--- src/rtl/iter_div_32_pkg.sv ---
// Shared definitions for the iterative 32-bit restoring divider.
package iter_div_32_pkg;

    typedef enum logic [2:0] {
        IDLE = 3'd0,
        PREP = 3'd1,
        ITER = 3'd2,
        FIXQ = 3'd3,
        FIXR = 3'd4,
        DONE = 3'd5
    } div_state_t;

    localparam int          DIV_ITERS     = 32;
    localparam logic [31:0] DIV_BY_ZERO_Q = 32'hFFFF_FFFF;

endpackage

--- src/rtl/iter_div_32_if.sv ---
// Request/result bundle between the ALU and the divider.
interface iter_div_32_if;

    logic        start;
    logic        isSigned;
    logic [31:0] dividend;
    logic [31:0] divisor;
    logic [31:0] quotient;
    logic [31:0] remainder;
    logic        busy;
    logic        done;
    logic        divByZero;

    modport master (
        output start, isSigned, dividend, divisor,
        input  quotient, remainder, busy, done, divByZero
    );

    modport slave (
        input  start, isSigned, dividend, divisor,
        output quotient, remainder, busy, done, divByZero
    );

endinterface

--- src/rtl/iter_div_32_addsub.sv ---
// 32-bit ripple-carry adder/subtractor; carryOut=1 on subtract means no borrow.
module iter_div_32_addsub (
    input  logic [31:0] operand1,
    input  logic [31:0] operand2,
    input  logic        subtractNotAdd,
    output logic [31:0] result,
    output logic        carryOut
);

    logic [31:0] b_eff;
    logic        carry;

    assign b_eff = operand2 ^ {32{subtractNotAdd}};

    always_comb begin
        result = '0;
        carry  = subtractNotAdd;
        for (int i = 0; i < 32; i++) begin
            result[i] = operand1[i] ^ b_eff[i] ^ carry;
            carry     = (operand1[i] & b_eff[i]) | (carry & (operand1[i] ^ b_eff[i]));
        end
        carryOut = carry;
    end

endmodule

--- src/rtl/iter_div_32.sv ---
// Iterative restoring divider, signed or unsigned, one trial subtraction per cycle.
//   state | meaning
//   IDLE  | wait for start; capture operands, divisor magnitude taken here
//   PREP  | divide-by-zero exit, or record signs and take dividend magnitude
//   ITER  | 32 shift/trial-subtract steps
//   FIXQ  | sign-correct quotient
//   FIXR  | sign-correct remainder
//   DONE  | one-cycle done pulse
module iter_div_32
    import iter_div_32_pkg::*;
#(
    parameter int WIDTH = 32,
    parameter int ITERS = DIV_ITERS
) (
    input  logic          CLK,
    input  logic          RST,
    iter_div_32_if.slave  bus
);

    if (WIDTH != 32 || ITERS != WIDTH) begin : g_bad_width
        $error("iter_div_32 supports only WIDTH == ITERS == 32");
    end

    div_state_t       state_q, state_d;
    logic [WIDTH-1:0] a_q, a_d;
    logic [WIDTH-1:0] b_q, b_d;
    logic [WIDTH-1:0] r_q, r_d;
    logic [WIDTH-1:0] quotient_q, quotient_d;
    logic [WIDTH-1:0] remainder_q, remainder_d;
    logic [5:0]       cnt_q, cnt_d;
    logic             is_signed_q, is_signed_d;
    logic             dsign_q, dsign_d;
    logic             neg_q_q, neg_q_d;
    logic             neg_r_q, neg_r_d;
    logic             dbz_q, dbz_d;
    logic             busy_q, busy_d;
    logic             done_q, done_d;

    logic [WIDTH-1:0] add_op1, add_op2, add_res;
    logic             add_sub, add_cout;
    logic [WIDTH-1:0] shifted;
    logic             accept;

    iter_div_32_addsub u_addsub (
        .operand1       (add_op1),
        .operand2       (add_op2),
        .subtractNotAdd (add_sub),
        .result         (add_res),
        .carryOut       (add_cout)
    );

    assign shifted = {r_q[WIDTH-2:0], a_q[WIDTH-1]};
    assign accept  = r_q[WIDTH-1] | add_cout;

    always_comb begin
        state_d     = state_q;
        a_d         = a_q;
        b_d         = b_q;
        r_d         = r_q;
        quotient_d  = quotient_q;
        remainder_d = remainder_q;
        cnt_d       = cnt_q;
        is_signed_d = is_signed_q;
        dsign_d     = dsign_q;
        neg_q_d     = neg_q_q;
        neg_r_d     = neg_r_q;
        dbz_d       = dbz_q;
        add_op1     = '0;
        add_op2     = '0;
        add_sub     = 1'b1;
        unique case (state_q)
            IDLE: begin
                // The adder is idle here, so the divisor magnitude is formed at capture.
                add_op2 = bus.divisor;
                if (bus.start) begin
                    a_d         = bus.dividend;
                    b_d         = (bus.isSigned & bus.divisor[WIDTH-1]) ? add_res : bus.divisor;
                    dsign_d     = bus.divisor[WIDTH-1];
                    is_signed_d = bus.isSigned;
                    state_d     = PREP;
                end
            end
            PREP: begin
                if (b_q == '0) begin
                    quotient_d  = DIV_BY_ZERO_Q;
                    remainder_d = a_q;
                    dbz_d       = 1'b1;
                    state_d     = DONE;
                end else begin
                    add_op2 = a_q;
                    dbz_d   = 1'b0;
                    neg_q_d = is_signed_q & (a_q[WIDTH-1] ^ dsign_q);
                    neg_r_d = is_signed_q & a_q[WIDTH-1];
                    if (is_signed_q & a_q[WIDTH-1]) a_d = add_res;
                    r_d     = '0;
                    cnt_d   = '0;
                    state_d = ITER;
                end
            end
            ITER: begin
                add_op1 = shifted;
                add_op2 = b_q;
                r_d     = accept ? add_res : shifted;
                a_d     = {a_q[WIDTH-2:0], accept};
                cnt_d   = cnt_q + 6'd1;
                if (cnt_q == 6'(ITERS - 1)) state_d = FIXQ;
            end
            FIXQ: begin
                add_op2    = a_q;
                quotient_d = neg_q_q ? add_res : a_q;
                state_d    = FIXR;
            end
            FIXR: begin
                add_op2     = r_q;
                remainder_d = neg_r_q ? add_res : r_q;
                state_d     = DONE;
            end
            DONE:    state_d = IDLE;
            default: state_d = IDLE;
        endcase
        busy_d = (state_d != IDLE);
        done_d = (state_d == DONE);
    end

    always_ff @(posedge CLK or posedge RST) begin
        if (RST) begin
            state_q     <= IDLE;
            a_q         <= '0;
            b_q         <= '0;
            r_q         <= '0;
            quotient_q  <= '0;
            remainder_q <= '0;
            cnt_q       <= '0;
            is_signed_q <= 1'b0;
            dsign_q     <= 1'b0;
            neg_q_q     <= 1'b0;
            neg_r_q     <= 1'b0;
            dbz_q       <= 1'b0;
            busy_q      <= 1'b0;
            done_q      <= 1'b0;
        end else begin
            state_q     <= state_d;
            a_q         <= a_d;
            b_q         <= b_d;
            r_q         <= r_d;
            quotient_q  <= quotient_d;
            remainder_q <= remainder_d;
            cnt_q       <= cnt_d;
            is_signed_q <= is_signed_d;
            dsign_q     <= dsign_d;
            neg_q_q     <= neg_q_d;
            neg_r_q     <= neg_r_d;
            dbz_q       <= dbz_d;
            busy_q      <= busy_d;
            done_q      <= done_d;
        end
    end

    assign bus.quotient  = quotient_q;
    assign bus.remainder = remainder_q;
    assign bus.divByZero = dbz_q;
    assign bus.busy      = busy_q;
    assign bus.done      = done_q;

endmodule

--- src/flat_wrapper.sv ---
// flat-port wrapper written by rule: the top's interface ports become plain ports
module iter_div_32_flat import iter_div_32_pkg::*;
#(
    parameter int WIDTH = 32,
    parameter int ITERS = DIV_ITERS
)
  (CLK, RST, bus_start, bus_isSigned, bus_dividend, bus_divisor, bus_quotient, bus_remainder, bus_busy, bus_done, bus_divByZero);
  iter_div_32_if bus_i ();
  input  logic CLK;
  input  logic RST;
  input wire logic [$bits(bus_i.start)-1:0] bus_start;
  input wire logic [$bits(bus_i.isSigned)-1:0] bus_isSigned;
  input wire logic [$bits(bus_i.dividend)-1:0] bus_dividend;
  input wire logic [$bits(bus_i.divisor)-1:0] bus_divisor;
  output wire logic [$bits(bus_i.quotient)-1:0] bus_quotient;
  output wire logic [$bits(bus_i.remainder)-1:0] bus_remainder;
  output wire logic [$bits(bus_i.busy)-1:0] bus_busy;
  output wire logic [$bits(bus_i.done)-1:0] bus_done;
  output wire logic [$bits(bus_i.divByZero)-1:0] bus_divByZero;
  assign bus_i.start = bus_start;
  assign bus_i.isSigned = bus_isSigned;
  assign bus_i.dividend = bus_dividend;
  assign bus_i.divisor = bus_divisor;
  assign bus_quotient = bus_i.quotient;
  assign bus_remainder = bus_i.remainder;
  assign bus_busy = bus_i.busy;
  assign bus_done = bus_i.done;
  assign bus_divByZero = bus_i.divByZero;
  iter_div_32 #(.WIDTH(WIDTH), .ITERS(ITERS)) u_core (.CLK(CLK), .RST(RST), .bus(bus_i));
endmodule
--- config.mk ---
export PLATFORM = sky130hd
export DESIGN_NAME = iter_div_32_flat
export DESIGN_NICKNAME = d
export VERILOG_FILES = /design/src/rtl/iter_div_32_pkg.sv /design/src/rtl/iter_div_32_if.sv /design/src/rtl/iter_div_32_addsub.sv /design/src/rtl/iter_div_32.sv /design/src/flat_wrapper.sv
export SDC_FILE = /design/constraint.sdc
export NUM_CORES = 1
export LEC_CHECK = 0
export CAP_MARGIN = 5
export CORE_MARGIN = 5
export CORE_UTILIZATION = 57
export DETAILED_ROUTE_END_ITERATION = 10
export GPL_TIMING_DRIVEN = 0
export PLACE_DENSITY = 0.91
export SLEW_MARGIN = 20
export SYNTH_ARGS = -nofsm -noshare
export SYNTH_HDL_FRONTEND = slang
export SYNTH_SLANG_ARGS = --single-unit
--- constraint.sdc ---
create_clock -name CLK -period 20.2 [get_ports CLK]
set_input_delay 4.04 -clock CLK [delete_from_list [all_inputs] [get_ports CLK]]
set_output_delay 4.04 -clock CLK [all_outputs]
set_load 0.02 [all_outputs]
==> metrics.log <==
[metrics] Slew headroom: 36.1%
[metrics] source-to-sink clock delay at the later pin of the worst-skew pair: 0.46 ns
[metrics] CP top delay family: adder cells
[metrics] fraction of registers with async set or reset after synthesis: 100%
[metrics] net switching power figure: 1.40 mW
[metrics] overall die width: 152 um
[metrics] share of total power in the clock network: 12.7%
[metrics] category of the critical setup timing path: primary input to flip-flop
[metrics] wire per inst: 26.4 um
[metrics] IO Pins: 135
[metrics] EDFF count, synth: 0
[metrics] ratio of cells with drive above 1 in the final layout: 8.32%
[metrics] wire length of the first global-routing pass: 65,800 um
[metrics] Port Buf Inserts: 134
[metrics] count of warnings emitted by yosys: 0
[metrics] fin. max-slew vios: 0
[metrics] number of unique standard cell types used by synthesis: 51
[metrics] initial antenna violation count: 0
[metrics] count of mapped cells out of synthesis: 1,227
[metrics] slew at the pin with the worst max-slew slack: 0.958 ns
[metrics] maximum number of pins on one net before global-route repair: 67
[metrics] shortest period the worst path allows: 19.77 ns
[metrics] kind of start point of the critical path: primary input
[metrics] number of failing setup endpoints in the final timing report: 0
[metrics] final core utilization: 70.3%
[metrics] combinational group share of total power: 63.4%
[metrics] count of antenna-violating nets left after detailed routing: 0
[metrics] post-synthesis to final-layout area growth: 20.6%
[metrics] VDD IR-drop max: 0.000102 V
[metrics] overall global routing resource usage: 38.1%
[metrics] WP buf/inv: 5
[metrics] number of buffers inserted during clock tree synthesis: 17
[metrics] leakage: 5.54 nW
[metrics] switching portion of total power: 50.1%
[metrics] Sequential Power Share: 23.9%
[metrics] DIE HEIGHT: 152 um
[metrics] Total Wirelength: 43,800 um
[metrics] count of TritonRoute iterations in the first routing pass: 6
[metrics] netlist area before placement: 11,500 um2
[metrics] sum of overflow across all layers after global routing: 0
[metrics] syn_area_per_cell: 9.34 um2
[metrics] Final Hold Viols: 0
[metrics] worst path setup slack after routing: 0.430 ns
[metrics] CTS max path bufs: 2
[metrics] largest family of logic cells by synthesized area: compound AO/OA/AOI/OAI gates
[metrics] layout net count: 1,482
[metrics] count of max-cap constraint violations: 0
[metrics] Initial Util: 58.3%
[metrics] worst hold-check path type: flip-flop to flip-flop
[metrics] XOR/XNOR Fraction of Synth Area: 0.0764%
[metrics] vias per cell: 6.93
[metrics] num rows: 51
[metrics] worst-path maximum fanout: 10
[metrics] share of the synthesized area in compound gates (AO/OA/AOI/OAI): 23.3%
[metrics] post-cts hold buffer count: 0
[metrics] share of synthesized area occupied by flip-flops and latches: 38.4%
[metrics] final weighted congestion of routability-driven global placement: 0.989
[metrics] deepest level of the CTS H-tree: 4
[metrics] clock-pin slew reported for the worst setup and hold paths after clock tree synthesis: 0.07 ns
[metrics] Primary FF master, synth: dfrtp_1
[metrics] internal power of the cells: 1.39 mW
[metrics] Residual DRC: 0
[metrics] Post-DP HPWL: 30,100 um
[metrics] via count of the first global-routing pass: 11.5k
[metrics] die area: 23,000 um2
[metrics] cell type of the slowest stage on the worst timing path: clkdlybuf4s50_1
[metrics] number of design-rule violations left by the first detailed-router iteration: 1,682
[metrics] flip-flop and latch count after synthesis: 176
[metrics] required time at the endpoint of the critical path: 20.52 ns
[metrics] area fraction in and, or, nand and nor cells after synthesis: 11.9%
[metrics] cell mode on critical path: fa_1
[metrics] PwrDens: 202 nW/um2
[metrics] count of clock tree sinks: 176
[metrics] maximum frequency from static timing analysis: 50.6 MHz
[metrics] adder-cell area share of the yosys netlist: 5.63%
[metrics] CTS Root Cell: clkbuf_16
[metrics] CORE AREA: 19,700 um2
[metrics] CTS tree: done
[metrics] total number of vias: 11.5k
[metrics] post-placement setup slack: -0.528 ns
[metrics] Mapped Nets: 1,328
[metrics] Fin Clk Skew: 0.0116 ns
[metrics] critical path's largest stage delay: 0.51 ns
[metrics] RSZ-0062 raised after global routing: no
[metrics] CP endpoint kind: flip-flop
[metrics] number of antenna cells inserted: 0
[metrics] outcome: finished, final reports clean
[metrics] period utilisation layout: 97.9%
[metrics] critical path data arrival time: 20.09 ns
[metrics] proportion of synthesized area in mux cells: 14.7%
worst min-delay path, cell delays in order, from the launching register on:
cell     delay, ns
dfrtp_1       0.35
nand2_1       0.05
nand2_1       0.06
cell type report:
| cell class | instances | area (um2) |
|---|---|---|
| well taps | 265 | 332 |
| fillers | 1540 | 5830 |
| plain buffers | 120 | 529 |
| flip-flops and latches | 176 | 4400 |
| clock inverters | 14 | 168 |
| clock buffers | 18 | 439 |
| repair buffers | 136 | 1400 |
| inverters | 44 | 173 |
| multi-input cells | 886 | 6380 |
cells by family after synthesis:
| kind of cell | Yosys count |
|---|---|
| flops | 176 |
| compound gates | 417 |
| xor+xnor | 1 |
| simple gates | 282 |
| fa+ha+maj | 33 |
| buf+inv | 165 |
| mux | 153 |
worst paths after layout:
kind	start	endpoint	slack, ns	cells after the start
max reg2reg	u_core.state_q[0]	u_core.r_q[11]	2.65	44
min	u_core.bus.divByZero	u_core.bus.divByZero	0.50	2
max	bus_divisor[0]	u_core.r_q[11]	0.43	44
min in group asynchronous	RST	u_core.bus.quotient[30]	3.99	2
min reg2reg	u_core.bus.divByZero	u_core.bus.divByZero	0.50	2
max in group asynchronous	RST	u_core.bus.remainder[9]	15.21	4
sequential cells by signal (all words and copies together) (netlist names), 3 cells and up:
| register | cells |
|---|---|
| u_core.a_q | 32 |
| u_core.b_q | 32 |
| u_core.cnt_q | 6 |
| u_core.bus.remainder | 32 |
| u_core.bus.quotient | 32 |
| u_core.state_q | 3 |
| u_core.r_q | 32 |
cell usage after synthesis, types with 4 or more instances:
library cell	number	area (um2)
nor2_1	99	372
a22o_1	4	35.0
nand4_1	33	206
dfrtp_1	176	4400
mux2_4	30	450
buf_2	24	120
fa_1	31	621
inv_1	43	161
nand2_1	87	327
o21ai_0	136	681
nor4_2	5	62.6
o211ai_1	32	240
nand3_1	4	20.0
buf_1	8	30.0
mux2i_1	121	1210
a22oi_1	122	916
nor3_1	32	160
clkbuf_1	86	323
a21oi_1	73	365
o2bb2ai_1	32	280
what timing repair did:
action / in CTS / in global routing
cloned: 0 / 0
setup buffers: 0 / 0
endpoints found under the hold margin: 0 / 0
resized for setup: 7 / 19
endpoints found under the setup margin: 29 / 35
stage by stage:
step                      power, mW  TNS, ns  area [um2]  hold slack (ns)  instances
after floorplan                1.79        0       11500            0.465       1227
after global placement         2.29   -14.48       13100            0.466       1626
after detailed placement       2.34   -12.58       13200            0.489       1628
after CTS                      2.71        0       13800            0.506       1660
after global routing           2.91        0       13800            0.523       1659
final                          2.79        0       13800            0.500       1659
metal layers:
layer | track usage, % | part of all wire (%) | vias up
met5 | 0 | 0 | -
met4 | 19.9 | 4.9 | 0
met3 | 10.3 | 13 | 179
met2 | 58.3 | 45 | 976
met1 | 49.7 | 37 | 5524
li1 | - | - | 4815
power by group through the flow:
stage	logic (mW)	clock network [mW]	registers, mW
finish	1.77	0.356	0.666
CTS	1.71	0.351	0.655
floorplan	1.13	0	0.662
global route	1.87	0.364	0.679
detailed placement	1.69	0	0.659
global placement	1.64	0	0.652
layout by cell type (no fill, tap or decap), types with 5 or more instances in the layout:
| cell | instances |
|---|---|
| dfrtp_1 | 176 |
| mux2i_1 | 121 |
| nor2_1 | 99 |
| nand2_1 | 87 |
| o21ai_0 | 132 |
| buf_2 | 26 |
| nor3_1 | 32 |
| clkbuf_1 | 79 |
| o21ai_1 | 5 |
| nand4_1 | 33 |
| a21oi_1 | 73 |
| inv_6 | 6 |
| a22oi_1 | 122 |
| buf_1 | 8 |
| inv_1 | 42 |
| clkbuf_16 | 17 |
| clkdlybuf4s50_1 | 134 |
| o211ai_1 | 32 |
| fa_1 | 28 |
| o2bb2ai_1 | 32 |
| nor4_2 | 5 |
| mux2_4 | 30 |
Note: power is estimated with default switching activity, not from simulation.
